--- config.mk ---
export PLATFORM = sky130hd
export DESIGN_NAME = traffic_light_monitor
export DESIGN_NICKNAME = d
export VERILOG_FILES = /design/src/rtl/traffic_light_pkg.sv /design/src/rtl/traffic_light_lane_chk.sv /design/src/rtl/traffic_light_monitor.sv
export SDC_FILE = /design/constraint.sdc
export NUM_CORES = 1
export LEC_CHECK = 0
export CELL_PAD_IN_SITES_DETAIL_PLACEMENT = 1
export CELL_PAD_IN_SITES_GLOBAL_PLACEMENT = 2
export CORE_MARGIN = 2
export CORE_UTILIZATION = 34
export CTS_CLUSTER_DIAMETER = 100
export CTS_CLUSTER_SIZE = 24
export DETAILED_ROUTE_END_ITERATION = 10
export HOLD_SLACK_MARGIN = 0.08
export PLACE_DENSITY_LB_ADDON = 0.05
export SLEW_MARGIN = 20
export SYNTH_ARGS = -nofsm -noshare
export SYNTH_HDL_FRONTEND = slang
export SYNTH_SLANG_ARGS = --single-unit
--- constraint.sdc ---
create_clock -name i_clk -period 3.2 [get_ports i_clk]
set_input_delay 0.96 -clock i_clk [delete_from_list [all_inputs] [get_ports i_clk]]
set_output_delay 0.96 -clock i_clk [all_outputs]
set_load 0.1 [all_outputs]
--- src/rtl/traffic_light_pkg.sv ---
// Shared encodings for the traffic light controller and its monitor:
// light values, error codes, monitor FSM states and lane step codes.
package traffic_light_pkg;

    localparam int unsigned LIGHT_W = 2;
    localparam int unsigned CODE_W  = 3;
    localparam int unsigned ROT_W   = 16;

    localparam logic [LIGHT_W-1:0] LIGHT_G = 2'b00;
    localparam logic [LIGHT_W-1:0] LIGHT_Y = 2'b01;
    localparam logic [LIGHT_W-1:0] LIGHT_R = 2'b10;
    localparam logic [LIGHT_W-1:0] LIGHT_X = 2'b11;

    localparam logic [CODE_W-1:0] ERR_NONE     = 3'd0;
    localparam logic [CODE_W-1:0] ERR_ENC      = 3'd1;
    localparam logic [CODE_W-1:0] ERR_CONFLICT = 3'd2;
    localparam logic [CODE_W-1:0] ERR_TRANS    = 3'd3;
    localparam logic [CODE_W-1:0] ERR_YEL      = 3'd4;
    localparam logic [CODE_W-1:0] ERR_WDOG     = 3'd5;

    localparam logic [1:0] ST_INIT  = 2'd0;
    localparam logic [1:0] ST_TRACK = 2'd1;
    localparam logic [1:0] ST_ERR   = 2'd2;

    // Legal light changes seen by a lane checker this cycle
    localparam logic [1:0] STEP_NONE = 2'd0;
    localparam logic [1:0] STEP_GY   = 2'd1;
    localparam logic [1:0] STEP_YR   = 2'd2;
    localparam logic [1:0] STEP_RG   = 2'd3;

    // Progress of lane A through a G->Y->R->G rotation
    localparam logic [1:0] ROT_IDLE = 2'd0;
    localparam logic [1:0] ROT_YEL  = 2'd1;
    localparam logic [1:0] ROT_RED  = 2'd2;

endpackage

--- src/rtl/traffic_light_lane_chk.sv ---
// Per-lane checker: encoding, transition legality, yellow dwell and green
// watchdog, comparing each sample with the previous one.
module traffic_light_lane_chk
    import traffic_light_pkg::*;
#(
    parameter int unsigned P_YEL_CYC = 5,
    parameter int unsigned P_WDOG    = 100
) (
    input  logic               clk,
    input  logic               rst,
    input  logic [LIGHT_W-1:0] light,
    input  logic               mode,
    output logic [CODE_W-1:0]  code_c,
    output logic [1:0]         step_c
);

    localparam int unsigned YEL_W = 9;
    localparam int unsigned GRN_W = 17;
    localparam logic [YEL_W-1:0] YEL_REQ = YEL_W'(P_YEL_CYC);
    localparam logic [YEL_W-1:0] YEL_SAT = YEL_W'(P_YEL_CYC + 1);
    localparam logic [GRN_W-1:0] GRN_SAT = GRN_W'(P_WDOG + 1);

    logic [LIGHT_W-1:0] prev;
    logic [YEL_W-1:0]   yel_cnt, yel_cnt_n;
    logic [GRN_W-1:0]   grn_cnt, grn_cnt_n;

    // Saturating dwell counters; parade mode keeps the green count at zero
    always_comb begin
        yel_cnt_n = '0;
        grn_cnt_n = '0;
        if (light == LIGHT_Y)
            yel_cnt_n = (yel_cnt == YEL_SAT) ? YEL_SAT : yel_cnt + YEL_W'(1);
        if (light == LIGHT_G && !mode)
            grn_cnt_n = (grn_cnt == GRN_SAT) ? GRN_SAT : grn_cnt + GRN_W'(1);
    end

    always_comb begin
        code_c = ERR_NONE;
        step_c = STEP_NONE;
        if (light == LIGHT_X) begin
            code_c = ERR_ENC;
        end else if (light != prev) begin
            if (prev == LIGHT_G && light == LIGHT_Y) begin
                step_c = STEP_GY;
            end else if (prev == LIGHT_Y && light == LIGHT_R) begin
                step_c = STEP_YR;
                if (yel_cnt != YEL_REQ)
                    code_c = ERR_YEL;
            end else if (prev == LIGHT_R && light == LIGHT_G) begin
                step_c = STEP_RG;
            end else begin
                code_c = ERR_TRANS;
            end
        end else if (yel_cnt_n == YEL_SAT && yel_cnt != YEL_SAT) begin
            code_c = ERR_YEL;
        end else if (grn_cnt_n == GRN_SAT && grn_cnt != GRN_SAT) begin
            code_c = ERR_WDOG;
        end
    end

    always_ff @(posedge clk or posedge rst) begin
        if (rst) begin
            prev    <= LIGHT_R;
            yel_cnt <= '0;
            grn_cnt <= '0;
        end else begin
            prev    <= light;
            yel_cnt <= yel_cnt_n;
            grn_cnt <= grn_cnt_n;
        end
    end

endmodule

--- src/rtl/traffic_light_monitor.sv ---
// Traffic light monitor: lane checks, conflict check, error priority,
// sticky error FSM and lane A rotation counter.
module traffic_light_monitor
    import traffic_light_pkg::*;
#(
    parameter int unsigned P_YEL_CYC = 5,
    parameter int unsigned P_WDOG    = 100
) (
    input  logic               i_clk,
    input  logic               i_rst,
    input  logic [LIGHT_W-1:0] i_LA,
    input  logic [LIGHT_W-1:0] i_LB,
    input  logic               i_M,
    input  logic               i_clr,
    output logic               o_err,
    output logic [CODE_W-1:0]  o_err_code,
    output logic               o_err_lane,
    output logic               o_rot_pulse,
    output logic [ROT_W-1:0]   o_rot_cnt
);

    logic [1:0]        state, state_n;
    logic [CODE_W-1:0] raw_code_a, raw_code_b, code_a, code_b;
    logic [1:0]        raw_step_a, step_a, raw_step_b;
    logic              check, conflict;
    logic [CODE_W-1:0] det_code, err_code_n;
    logic              det_lane, err_lane_n;
    logic [1:0]        rot_stage, rot_stage_n;
    logic              rot_pulse_n;
    logic [ROT_W-1:0]  rot_cnt_n;
    logic              unused_step_b;

    traffic_light_lane_chk #(.P_YEL_CYC(P_YEL_CYC), .P_WDOG(P_WDOG)) u_lane_a (
        .clk    (i_clk),
        .rst    (i_rst),
        .light  (i_LA),
        .mode   (i_M),
        .code_c (raw_code_a),
        .step_c (raw_step_a)
    );

    traffic_light_lane_chk #(.P_YEL_CYC(P_YEL_CYC), .P_WDOG(P_WDOG)) u_lane_b (
        .clk    (i_clk),
        .rst    (i_rst),
        .light  (i_LB),
        .mode   (i_M),
        .code_c (raw_code_b),
        .step_c (raw_step_b)
    );

    assign unused_step_b = ^raw_step_b;

    // The first sample after reset only primes the previous-sample registers
    assign check    = (state != ST_INIT);
    assign code_a   = check ? raw_code_a : ERR_NONE;
    assign code_b   = check ? raw_code_b : ERR_NONE;
    assign step_a   = check ? raw_step_a : STEP_NONE;
    assign conflict = check && (i_LA != LIGHT_R) && (i_LB != LIGHT_R);

    // Lowest code wins; at equal codes lane A (and the conflict) beat lane B
    always_comb begin
        det_code = ERR_NONE;
        det_lane = 1'b0;
        for (int c = 5; c >= 1; c--) begin
            if (code_b == 3'(c)) begin
                det_code = 3'(c);
                det_lane = 1'b1;
            end
            if (code_a == 3'(c) || (c == 2 && conflict)) begin
                det_code = 3'(c);
                det_lane = 1'b0;
            end
        end
    end

    always_comb begin
        state_n    = state;
        err_code_n = o_err_code;
        err_lane_n = o_err_lane;
        case (state)
            ST_INIT: state_n = ST_TRACK;
            ST_TRACK: begin
                if (det_code != ERR_NONE) begin
                    state_n    = ST_ERR;
                    err_code_n = det_code;
                    err_lane_n = det_lane;
                end
            end
            ST_ERR: begin
                if (i_clr) begin
                    if (det_code != ERR_NONE) begin
                        err_code_n = det_code;
                        err_lane_n = det_lane;
                    end else begin
                        state_n    = ST_TRACK;
                        err_code_n = ERR_NONE;
                        err_lane_n = 1'b0;
                    end
                end
            end
            default: state_n = ST_INIT;
        endcase
    end

    // Illegal encodings or transitions on A abandon a rotation in progress
    always_comb begin
        rot_stage_n = rot_stage;
        rot_pulse_n = 1'b0;
        rot_cnt_n   = o_rot_cnt;
        if (code_a == ERR_ENC || code_a == ERR_TRANS) begin
            rot_stage_n = ROT_IDLE;
        end else begin
            case (step_a)
                STEP_GY: rot_stage_n = ROT_YEL;
                STEP_YR: rot_stage_n = (rot_stage == ROT_YEL) ? ROT_RED : ROT_IDLE;
                STEP_RG: begin
                    if (rot_stage == ROT_RED) begin
                        rot_pulse_n = 1'b1;
                        rot_cnt_n   = o_rot_cnt + ROT_W'(1);
                    end
                    rot_stage_n = ROT_IDLE;
                end
                default: rot_stage_n = rot_stage;
            endcase
        end
    end

    always_ff @(posedge i_clk or posedge i_rst) begin
        if (i_rst) begin
            state       <= ST_INIT;
            o_err       <= 1'b0;
            o_err_code  <= ERR_NONE;
            o_err_lane  <= 1'b0;
            rot_stage   <= ROT_IDLE;
            o_rot_pulse <= 1'b0;
            o_rot_cnt   <= '0;
        end else begin
            state       <= state_n;
            o_err       <= (state_n == ST_ERR);
            o_err_code  <= err_code_n;
            o_err_lane  <= err_lane_n;
            rot_stage   <= rot_stage_n;
            o_rot_pulse <= rot_pulse_n;
            o_rot_cnt   <= rot_cnt_n;
        end
    end

endmodule

Word-level counts from Yosys, hierarchy flattened
Cells that the tools add are included.
{"block": "totals", "reg_bits": 82, "in_bits": 8, "wordCells": 165}
{"block": "classes", "n_addsub": 5, "eq_ne": 48, "muxes": 70, "bitwise": 1, "n_reduce_logical": 28}
{"op": "$mux 3", "count": 29}
{"op": "$eq 17x7->1 const B", "count": 4}
{"op": "$mux 17", "count": 4}
{"op": "$eq 9x3->1 const B", "count": 4}
{"op": "$mux 9", "count": 4}
{"op": "$ne 9x3->1 const B", "count": 4}
{"op": "$add 17x1->17 const B", "count": 2}
{"op": "$ne 17x7->1 const B", "count": 2}
{"op": "$mux 2", "count": 13}
{"op": "$eq 2x2->1 const B", "count": 11}
{"op": "$add 9x1->9 const B", "count": 2}
{"op": "$add 16x1->16 const B", "count": 1}
{"op": "$mux 1", "count": 16}
{"op": "$eq 2x1->1 const B", "count": 7}
{"op": "$logic_and 1x1->1", "count": 14}
{"op": "$eq 3x2->1 const B", "count": 4}
{"op": "$eq 3x3->1 const B", "count": 4}
{"op": "$pmux 2 s3", "count": 2}
{"op": "$logic_not 2->1", "count": 5}
{"op": "$ne 2x2->1 const B", "count": 4}
{"op": "$eq 3x1->1 const B", "count": 2}
{"op": "$pmux 3 s2", "count": 1}
{"op": "$reduce_and 3->1", "count": 2}
{"op": "$ne 2x2->1", "count": 2}
{"op": "other kinds (7)", "count": 9}

Depth between registers and ports, before layout
Gate-level depths: netlist of run 1.
{"block": "logic_depth", "word_depth": 26, "mapped_depth": 11, "ltp_nobuf": 11}

Cells and area by module
A second synthesis of run 1 with hierarchy kept.
{"block": "unflattened", "hier_cells": 562, "hier_area_um2": 5099.9}
{"mod": "traffic_light_lane_chk (u_lane_a)", "instances": 1, "cells_per_inst": 210, "area_each_um2": 1886.8, "seq_area_each_um2": 701.9}
{"mod": "traffic_light_lane_chk (u_lane_b)", "instances": 1, "cells_per_inst": 208, "area_each_um2": 1776.7, "seq_area_each_um2": 701.9}
{"mod": "traffic_light_monitor", "instances": 1, "cells_per_inst": 144, "area_each_um2": 1436.4, "seq_area_each_um2": 650.6}

Worst setup path after synthesis of run 1
Ideal clock, no wire load.
{"block": "synth_timing", "path_type": "input port to flip-flop", "startpoint": "input i_LB[1]", "endpoint": "register o_err_code[1]", "setup_time_ns": 0.127, "arrival_ns": 3.329, "required_time_ns": 3.073, "path_slack_ns": -0.256, "stages": 9, "path_buffers": 1, "path_cell_list": "buf_2 -> or3_4 -> a41o_1 -> or3_1 -> or4_4 -> a22oi_2 -> a21o_2 -> nand3_1 -> a221o_1"}
{"block": "synth_between", "elab_chain_cells": 25, "elab_cells_between_ends": 48}
{"element": "from (decl)", "line_no": "traffic_light_monitor.sv:12", "text": "input logic [LIGHT_W-1:0] i_LB,"}
{"element": "$logic_not 2->1", "line_no": "traffic_light_lane_chk.sv:33, traffic_light_lane_chk.sv:49"}
{"element": "$logic_and 1x1->1", "line_no": "traffic_light_lane_chk.sv:33", "text": "if (light == LIGHT_G && !mode)"}
{"element": "$mux 17", "line_no": "traffic_light_lane_chk.sv:33"}
{"element": "$eq 17x7->1", "line_no": "traffic_light_lane_chk.sv:56", "text": "end else if (grn_cnt_n == GRN_SAT && grn_cnt != GRN_SAT) begin"}
{"element": "$logic_and 1x1->1", "line_no": "traffic_light_lane_chk.sv:56"}
{"element": "$mux 3", "line_no": "traffic_light_lane_chk.sv:56"}
{"element": "$mux 3", "line_no": "traffic_light_lane_chk.sv:54", "text": "end else if (yel_cnt_n == YEL_SAT && yel_cnt != YEL_SAT) begin"}
{"element": "$mux 3", "line_no": "traffic_light_lane_chk.sv:42", "text": "end else if (light != prev) begin"}
{"element": "(+9 left out)"}
{"element": "$mux 3", "line_no": "traffic_light_monitor.sv:65", "text": "if (code_b == 3'(c)) begin"}
{"element": "$mux 3", "line_no": "traffic_light_monitor.sv:69", "text": "if (code_a == 3'(c) || (c == 2 && conflict)) begin"}
{"element": "$mux 3 *", "line_no": "traffic_light_monitor.sv:65"}
{"element": "$mux 3 *", "line_no": "traffic_light_monitor.sv:69"}
{"element": "$reduce_bool 3->1", "line_no": "traffic_light_monitor.sv:83, traffic_light_monitor.sv:91"}
{"element": "$mux 3", "line_no": "traffic_light_monitor.sv:91", "text": "if (det_code != ERR_NONE) begin"}
{"element": "$mux 3", "line_no": "traffic_light_monitor.sv:90", "text": "if (i_clr) begin"}
{"element": "$pmux 3 s2", "line_no": "traffic_light_monitor.sv:80", "text": "case (state)"}
{"element": "to (signal assigned)", "line_no": "traffic_light_monitor.sv:140", "text": "o_err_code <= err_code_n;"}
{"element": "to (decl)", "line_no": "traffic_light_monitor.sv:16", "text": "output logic [CODE_W-1:0] o_err_code,"}
Mark *: on every way between the ends. The rest lies on a longest branch, timed or not. The select of a mux whose other input is x is not followed.
A chain may end at the register's enable or synchronous reset.

Final worst setup path of run 1
Same ends and word-level chain as after synthesis.

==> results of run 1 <==
==> final cells by class <==
class / count / area, µm²
Sequential cell: 82 / 2060
Tap cell: 184 / 230
Fill cell: 1682 / 8250
Clock buffer: 10 / 229
Multi-Input combinational cell: 427 / 2850
Inverter: 17 / 65.1
Clock inverter: 6 / 91.3
Timing Repair Buffer: 91 / 707
==> worst paths after layout <==
| check | from | to |
|---|---|---|
| max | i_LB[1] | o_err_code[1] |
| max reg2reg | u_lane_b.grn_cnt[0] | o_err_code[1] |
| max in group asynchronous | i_rst | u_lane_a.prev[1] |
| min | o_rot_cnt[15] | o_rot_cnt[15] |
| min reg2reg | o_rot_cnt[15] | o_rot_cnt[15] |
| min in group asynchronous | i_rst | u_lane_a.grn_cnt[4] |
==> repair_timing <==
item	CTS	global route
resized for setup	20	11
cloned	0	1
pin swaps	6	4
buffers inserted	1	1
setup endpoints to repair	8	13
==> per-layer routing <==
| layer | global-route usage | wire [µm] | vias to the layer above |
|---|---|---|---|
| met2 | 0.305 | 6550 | 42 |
| met1 | 0.236 | 6260 | 2129 |
| met3 | 0.0308 | 285 | 12 |
| met4 | 0.0471 | 153 | 0 |
| met5 | 0 | 0 | - |
| li1 | - | - | 2115 |
==> registers in the layout (all words and copies together) (netlist names) <==
register / count
o_err: 1
o_err_code: 3
o_err_lane: 1
o_rot_cnt: 16
o_rot_pulse: 1
rot_stage: 2
state: 2
u_lane_a.grn_cnt: 17
u_lane_a.prev: 2
u_lane_a.yel_cnt: 9
u_lane_b.grn_cnt: 17
u_lane_b.prev: 2
u_lane_b.yel_cnt: 9
==> worst reg2reg max path, stage by stage, from the launching register on <==
cell	delay (ns)
dfrtp_2	0.42
ha_2	0.24
nand4_2	0.20
or3_1	0.35
a21oi_1	0.19
nand4b_1	0.12
or4_4	0.57
a22oi_2	0.21
a21o_2	0.17
nand3_2	0.07
a221o_1	0.32
==> kinds of logic after synthesis <==
logic type / Yosys count / synth area share
xor gates and xnor gates: 63 / 0.110
AOI/OAI and AO/OA: 76 / 0.102
buffers and inverters: 41 / 0.0362
adders and majority gates: 13 / 0.0325
and+or+nand+nor: 267 / 0.292
muxes: 8 / 0.0167
DFF: 82 / 0.410
==> report_power, final <==
group | switching, mW | internal (mW)
clock network | 0.453 | 0.687
registers | 0.0307 | 1.06
logic | 0.282 | 0.154
==> placed cells by master (no fill, tap or decap), types with 5 or more instances in the layout <==
master | netlist | routed
nor2_1 | 63 | 63
or3_1 | 11 | 10
o21ai_0 | 14 | 13
nand4_1 | 14 | 14
nand3_1 | 38 | 37
nand2_1 | 38 | 38
and3_1 | 13 | 13
inv_1 | 17 | 16
nor2b_1 | 5 | 5
mux2i_1 | 5 | 5
dfrtp_1 | 80 | 78
nor3_1 | 17 | 16
xnor2_1 | 39 | 38
nor4_1 | 8 | 8
clkbuf_16 | 0 | 9
and4b_1 | 5 | 5
nor4b_1 | 8 | 6
a21oi_1 | 25 | 25
and2_1 | 6 | 6
xor2_1 | 24 | 24
ha_1 | 13 | 11
buf_4 | 0 | 81
nand2b_1 | 14 | 14
==> per-stage QoR <==
step	hold WS, ns	utilization	worst slack [ns]	instance area, µm²	std cells
6_report	0.488	0.430	0.0754	6230	817
4_1_cts	0.491	0.426	0.000947	6170	815
3_3_place_gp	0.477	0.402	-0.640	5820	798
2_1_floorplan	0.507	-	-0.213	5030	550
3_5_place_dp	0.477	0.402	-0.726	5820	798
5_1_grt	0.508	0.430	0.00209	6230	817
==> metrics.cfg, run 1 <==
[critical_path]
worstPathRequired_ns = 3.43
slowest_stage = or4_4
worst-path-stages = 10
r2r_setup_slack_ns = 0.22
path_class = in2reg
crit_fanout = 4
path_buf_inv = 2
start_kind = input port
reg2reg_depth = 10
crit_path_end_kind = register
arrival_ns = 3.35
path_cells = buf_4, inv_1, or4_1, a2bb2oi_2, nand4b_1, or4_4, a22oi_2, a21o_2, nand3_2, a221o_1
max_stage_delay_ns = 0.57
cp_top_family = simple AND/OR/NAND/NOR gates

[job]
maxCapViolations = 0

[cts]
numCtsBuffers = 9
clock-root-buffer = clkbuf_16
clockBufferDepth = 2
insertion_delay_ns = 0.35
cts.sinks = 82
clk_pin_slew_ns = 0.06
hold_buffers = 0
cts_tree = done
htree_levels = 3

[sta]
fin_crit_sh = 0.976
setup_tns_ns = 0
rsz0062_at_grt = false
slew_violations = 0
setup_viol = 0
period_minus_slack_ns = 3.12
skew_ns = 0.00708
max_freq_mhz = 320
relSlewSlack = 0.647
worst_pin_slew_ns = 0.522
finalHoldViolCount = 0

[logic_synthesis]
ys.flop_type = dfrtp_1
synth_most_common_cell = dfrtp_1
syn_inst = 550
seq_area_frac_synth = 0.410
synthesis.area_um2 = 5010
netlist.area_leader.share = 0.400
ys_async_sr_fraction = 1.00
syn_avg_cell_area_um2 = 9.11
synth_area_leaders = dfrtp_1 (40%), xnor2_1 (6.8%), nor2_1 (4.7%), xor2_1 (4.2%), nand3_1 (3.8%)
yosysTopAreaCell = dfrtp_1
synth.distinct_cells = 65
synth_edf_count = 0
ys_warn_count = 0
syn_nets = 571
netlist_top_cells_count = dfrtp_1 (80), nor2_1 (63), xnor2_1 (39)
ys_seq_elements = 82

[global_route]
grt_max_degree = 39
globalRouteOverflowTotal = 0
antenna_found_initial = 0
grt_usage = 0.179
first_global_vias = 4490
grt_pass1_wl_um = 22900

[floorplanning]
die_area_um2 = 15700
io_pins = 30
die_y_um = 125
std_cell_rows = 44
chipWidth_um = 125
core_um2 = 14500
start_util = 0.346

[cells_and_area]
final_net_count = 649
diodes = 0
synthToLayoutAreaGrowth_pct = 24.3
drive_gt1_frac = 0.213

[power]
peakVddDrop_mv = 0.376
p_leak_nw = 2.64
p_total_mw = 2.67
power.density_nw_per_um2 = 429

[drt]
routed_wl_um = 13200
dr.pass1.iters = 4
vias = 4298
via_per_inst = 5.26
postRouteAntennaNets = 0
wl_per_cell_um = 16.2
drc = 0
drtIter0Drc = 169

[place]
place_hpwl_um = 9850
gp_congestion = 0.739
portBuffers = 29

[min_path]
hold_class = reg2reg
hold_path_depth = 1

[run_status]
status = complete, no violations

Power figures use the tool's default switching activity.
==> inputs of run 2 (changes only) <==
Settings changed: CORE_MARGIN 2 to unset, CORE_UTILIZATION 34 to 38.
Clock period 3.2 ns to 3 ns, I/O delays scaled along.
==> run 2 against run 1 <==
Against the previous run: the flow now finishes with violations (negative setup slack); largest cell class unchanged; hold slack got worse by 0.0018 ns; highest routed layer unchanged; final area increased by 2.2%; first-iteration DRC count decreased by 8.3%; register-to-register slack got worse by 0.17 ns; count of clock-buffer cells in the layout unchanged.
==> metrics.cfg, run 2 (synthesized netlist as in run 1, its figures left out) <==
[cts]
clk_pin_slew_ns = 0.06
numCtsBuffers = 9
clock-root-buffer = clkbuf_16
insertion_delay_ns = 0.34
clockBufferDepth = 2
cts_tree = done
cts.sinks = 82
htree_levels = 3

[drt]
postRouteAntennaNets = 0
drtIter0Drc = 155
wl_per_cell_um = 16.1
dr.pass1.iters = 4
drc = 0
via_per_inst = 5.27
routed_wl_um = 13100
vias = 4286

[critical_path]
path_class = in2reg
crit_fanout = 2
start_kind = input port
worstPathRequired_ns = 3.23
crit_path_end_kind = register
reg2reg_depth = 11
startpoint = i_M
r2r_setup_slack_ns = 0.05
r2r_end = o_err_code[1]
arrival_ns = 3.25
rr_startpoint = u_lane_b.grn_cnt[0]
crit_path_end = o_err_code[1]

[floorplanning]
die_area_um2 = 13600
io_pins = 30
core_um2 = 12700
std_cell_rows = 41
chipWidth_um = 117
die_y_um = 117
start_util = 0.394

[sta]
fin_crit_sh = 1.01
period_minus_slack_ns = 3.02
relSlewSlack = 0.655
max_freq_mhz = 331
rsz0062_at_grt = true
finalHoldViolCount = 0
setup_tns_ns = -0.0242
setup_viol = 1
slew_violations = 0
hold_ws_ns = 0.486
skew_ns = 0.00522
worst_pin_slew_ns = 0.513
layout_setup_ws_ns = -0.0242

[place]
gp_congestion = 0.792
portBuffers = 29
place_ws_ns = -0.866
place_hpwl_um = 9690

[cells_and_area]
reg.largest.list = u_lane_a.grn_cnt: 17 flops, u_lane_b.grn_cnt: 17 flops, o_rot_cnt: 16 flops
diodes = 0
synthToLayoutAreaGrowth_pct = 27.0
final_net_count = 658
final_cell_mix = buf_4 (91), dfrtp_1 (78), nor2_1 (62), xnor2_1 (39), nand2_1 (38)
utilization = 0.500
drive_gt1_frac = 0.245
fillCellCount = 1499
layout_commonest_cell = buf_4

[power]
clockPowerShare = 0.428
pwr-share-comb = 0.164
power.density_nw_per_um2 = 449
peakVddDrop_mv = 0.547
p_leak_nw = 2.71
swShare = 0.282
seq_power_share = 0.409
cell_internal_pwr_mw = 2.05
p_sw_mw = 0.806

[min_path]
hold_path_depth = 1
hold_class = reg2reg

[global_route]
grt_pass1_wl_um = 22200
antenna_found_initial = 0
grt_usage = 0.211
globalRouteOverflowTotal = 0
grt_max_degree = 83
first_global_vias = 4525

[job]
maxCapViolations = 0

[run_status]
violations = negative setup slack
status = finished with violations

run 2: cell types whose count changed in the layout (fill, tap and decap cells not counted), sizes merged:
cell,previous run,this run
clkinv,5,1
dlygate4sd2,1,2
inv,16,17
buf,87,96
clkinvlp,0,3
dlymetal6s2s,1,0
run 2: metrics by stage:
stage                     instance area (µm²)  power (mW)  cells
after CTS                                6280        2.89    812
after floorplan                          5040        1.49    550
after global placement                   5880        1.64    795
after detailed placement                 5880        1.65    795
after global routing                     6360        2.98    814
final                                    6360        2.86    814
run 2: per-layer routing:
metal  vias up  GRT usage  wire, µm
met4         0     0.0481       128
met3         9     0.0546       351
li1       2128          -         -
met5         -          0         0
met2        35      0.368      6540
met1      2114      0.261      6070
run 2: timing repair:
| action | CTS | global route |
|---|---|---|
| hold buffers | 0 | 0 |
| setup buffers | 1 | 2 |
| endpoints found under the setup margin | 18 | 6 |
| pin swaps | 13 | 7 |
| gates resized for setup | 34 | 16 |
run 2: area by class of cell:
type	instances	area (µm²)	area share
Sequential cell	82	2060	0.323
Inverter	17	67.6	0.0106
Clock inverter	6	88.8	0.0140
Multi-Input combinational cell	427	2910	0.457
Timing Repair Buffer	100	790	0.124
Clock buffer	10	239	0.0376
Tap cell	172	215	0.0338
run 2: how the worst min path moves through the flow:
stage / startpoint / endpoint / slack, ns
2_1_floorplan: rot_stage[1] / rot_stage[1] / 0.51
3_3_place_gp: o_rot_cnt[15] / o_rot_cnt[15] / 0.46
3_5_place_dp: o_rot_cnt[15] / o_rot_cnt[15] / 0.47
5_1_grt: o_rot_cnt[9] / o_rot_cnt[9] / 0.52
6_report: o_rot_cnt[15] / o_rot_cnt[15] / 0.49
4_1_cts: o_rot_cnt[15] / o_rot_cnt[15] / 0.48
run 2: power groups by stage:
stage               combinational [mW]  clock [mW]  sequential (mW)
floorplan                        0.179           0             1.31
global placement                 0.452           0             1.18
detailed placement               0.462           0             1.19
CTS                              0.473        1.25             1.17
global route                     0.508        1.30             1.17
finish                           0.468        1.22             1.17
run 2: worst max-delay path: stages:
cell	delay, ns
buf_8	0.10
or3_4	0.38
a41o_1	0.22
or3_1	0.35
or4_4	0.54
a22oi_2	0.21
a21o_2	0.17
nand3_2	0.05
a221o_1	0.34
==> inputs of run 3 (changes only) <==
Settings changed: RECOVER_POWER set to 50.
==> run 3 against run 2 <==
Against the previous run: hold slack barely moved; combinational power about the same; worst setup slack got worse by 0.0020 ns; global-route usage did not move; first-iteration DRC count stayed put; critical path type unchanged; die area unchanged; critical path depth unchanged; via count grew 0.16%; fmax hardly changed; the flow still finishes with violations (negative setup slack).
==> metrics.cfg, run 3 (synthesized netlist as in run 1, its figures left out) <==
[floorplanning]
die_area_um2 = 13600
die_y_um = 117
start_util = 0.394
chipWidth_um = 117
std_cell_rows = 41
core_um2 = 12700
io_pins = 30

[drt]
wl_per_cell_um = 16.1
drtIter0Drc = 155
postRouteAntennaNets = 0
via_per_inst = 5.27
dr.pass1.iters = 4
routed_wl_um = 13100
vias = 4293
drc = 0

[cells_and_area]
synthToLayoutAreaGrowth_pct = 26.6
fin_area_um2 = 6340
reg.largest.list = u_lane_a.grn_cnt: 17 flops, u_lane_b.grn_cnt: 17 flops, o_rot_cnt: 16 flops
drive_gt1_frac = 0.241
diodes = 0
final_cell_mix = buf_4 (89), dfrtp_1 (78), nor2_1 (62), xnor2_1 (39), nand2_1 (38)
layout_commonest_cell = buf_4
fillCellCount = 1502
final_net_count = 658
seqCellArea_um2 = 2060
multi_input_area_um2 = 2910
utilization = 0.499

[sta]
hold_ws_ns = 0.486
skew_ns = 0.00598
finalHoldViolCount = 0
slew_violations = 0
fin_crit_sh = 1.01
worst_pin_slew_ns = 1.16
period_minus_slack_ns = 3.03
layout_setup_ws_ns = -0.0263
relSlewSlack = 0.225
rsz0062_at_grt = true
max_freq_mhz = 330
setup_viol = 2

[cts]
cts_tree = done
htree_levels = 3
insertion_delay_ns = 0.34
cts.sinks = 82
numCtsBuffers = 9
clockBufferDepth = 2
clock-root-buffer = clkbuf_16
clk_pin_slew_ns = 0.06

[global_route]
grt_max_degree = 83
grt_usage = 0.211
globalRouteOverflowTotal = 0
grt_pass1_wl_um = 22200
first_global_vias = 4525
antenna_found_initial = 0

[critical_path]
start_kind = input port
path_cells = buf_8, or3_4, a41o_1, or3_1, or4_4, a22oi_2, a21o_2, nand3_2, a221o_1
r2r_setup_slack_ns = 0.05
slowest_stage = or4_4
arrival_ns = 3.25
max_stage_delay_ns = 0.54
path_class = in2reg
crit_fanout = 2
worstPathRequired_ns = 3.23
crit_path_end_kind = register

[job]
maxCapViolations = 0

[power]
power.density_nw_per_um2 = 450
peakVddDrop_mv = 0.547
p_total_mw = 2.85
p_leak_nw = 2.70

[place]
gp_congestion = 0.792
postPlaceCellArea_um2 = 5880
portBuffers = 29
place_hpwl_um = 9690

[min_path]
hold_class = reg2reg

[run_status]
status = finished with violations
violations = negative setup slack

==> run 3: cell count changes in the layout (fill, tap and decap cells not counted), sizes merged <==
| cell | before | now |
|---|---|---|
| dlygate4sd3 | 0 | 1 |
| clkdlybuf4s50 | 2 | 1 |
| buf | 96 | 93 |
| clkbuf | 10 | 13 |
==> run 3: final cells by class <==
type                            count  share of cell area
Tap cell                          172              0.0339
Inverter                           17              0.0107
Clock inverter                      6              0.0140
Sequential cell                    82               0.324
Timing Repair Buffer              100               0.121
Multi-Input combinational cell    427               0.458
Clock buffer                       10              0.0377
==> run 3: worst max-delay path: cells and delay by family <==
| family | cells | cell delay (ns) |
|---|---|---|
| compound gates | 4 | 0.94 |
| simple gates | 4 | 1.32 |
| buf+inv | 1 | 0.10 |
==> run 3: path summary, 6_finish.rpt <==
check	cells past startpoint	to	from
setup / recovery	9	o_err_code[1]	i_M
hold / removal	1	o_rot_cnt[15]	o_rot_cnt[15]
setup reg to reg	11	o_err_code[1]	u_lane_b.grn_cnt[0]
hold reg to reg	1	o_rot_cnt[15]	o_rot_cnt[15]
max in group asynchronous	3	u_lane_b.grn_cnt[0]	i_rst
min in group asynchronous	3	u_lane_a.grn_cnt[2]	i_rst
==> run 3: where the power goes <==
group	internal, mW	switching (mW)	total [mW]
Clock	0.753	0.467	1.22
Combinational	0.163	0.302	0.465
Sequential	1.13	0.0336	1.17
Total	2.05	0.803	2.85
==> run 3: per-layer routing <==
metal / up-vias / global-route usage / wire length (µm) / part of all wire
met5: - / 0 / 0 / 0
met2: 34 / 0.368 / 6560 / 0.50
met4: 0 / 0.0481 / 109 / 0.0083
met1: 2123 / 0.261 / 6090 / 0.46
li1: 2128 / - / - / -
met3: 8 / 0.0546 / 350 / 0.027
==> run 3: timing repair <==
action                                 in CTS  in global routing
hold buffers                                0                  0
setup buffers                               1                  2
endpoints found under the hold margin       0                  0
setup endpoints to repair                  18                  6
pin swaps                                  13                  7
resized for setup                          34                 16
==> run 3: through the flow <==
stage,setup slack (ns),setup TNS [ns],cells
5_1_grt,-0.0806,-0.237,814
4_1_cts,-0.0428,-0.0628,812
6_report,-0.0263,-0.0275,814
3_3_place_gp,-0.776,-10.98,795
3_5_place_dp,-0.866,-12.05,795
2_1_floorplan,-0.353,-1.08,550
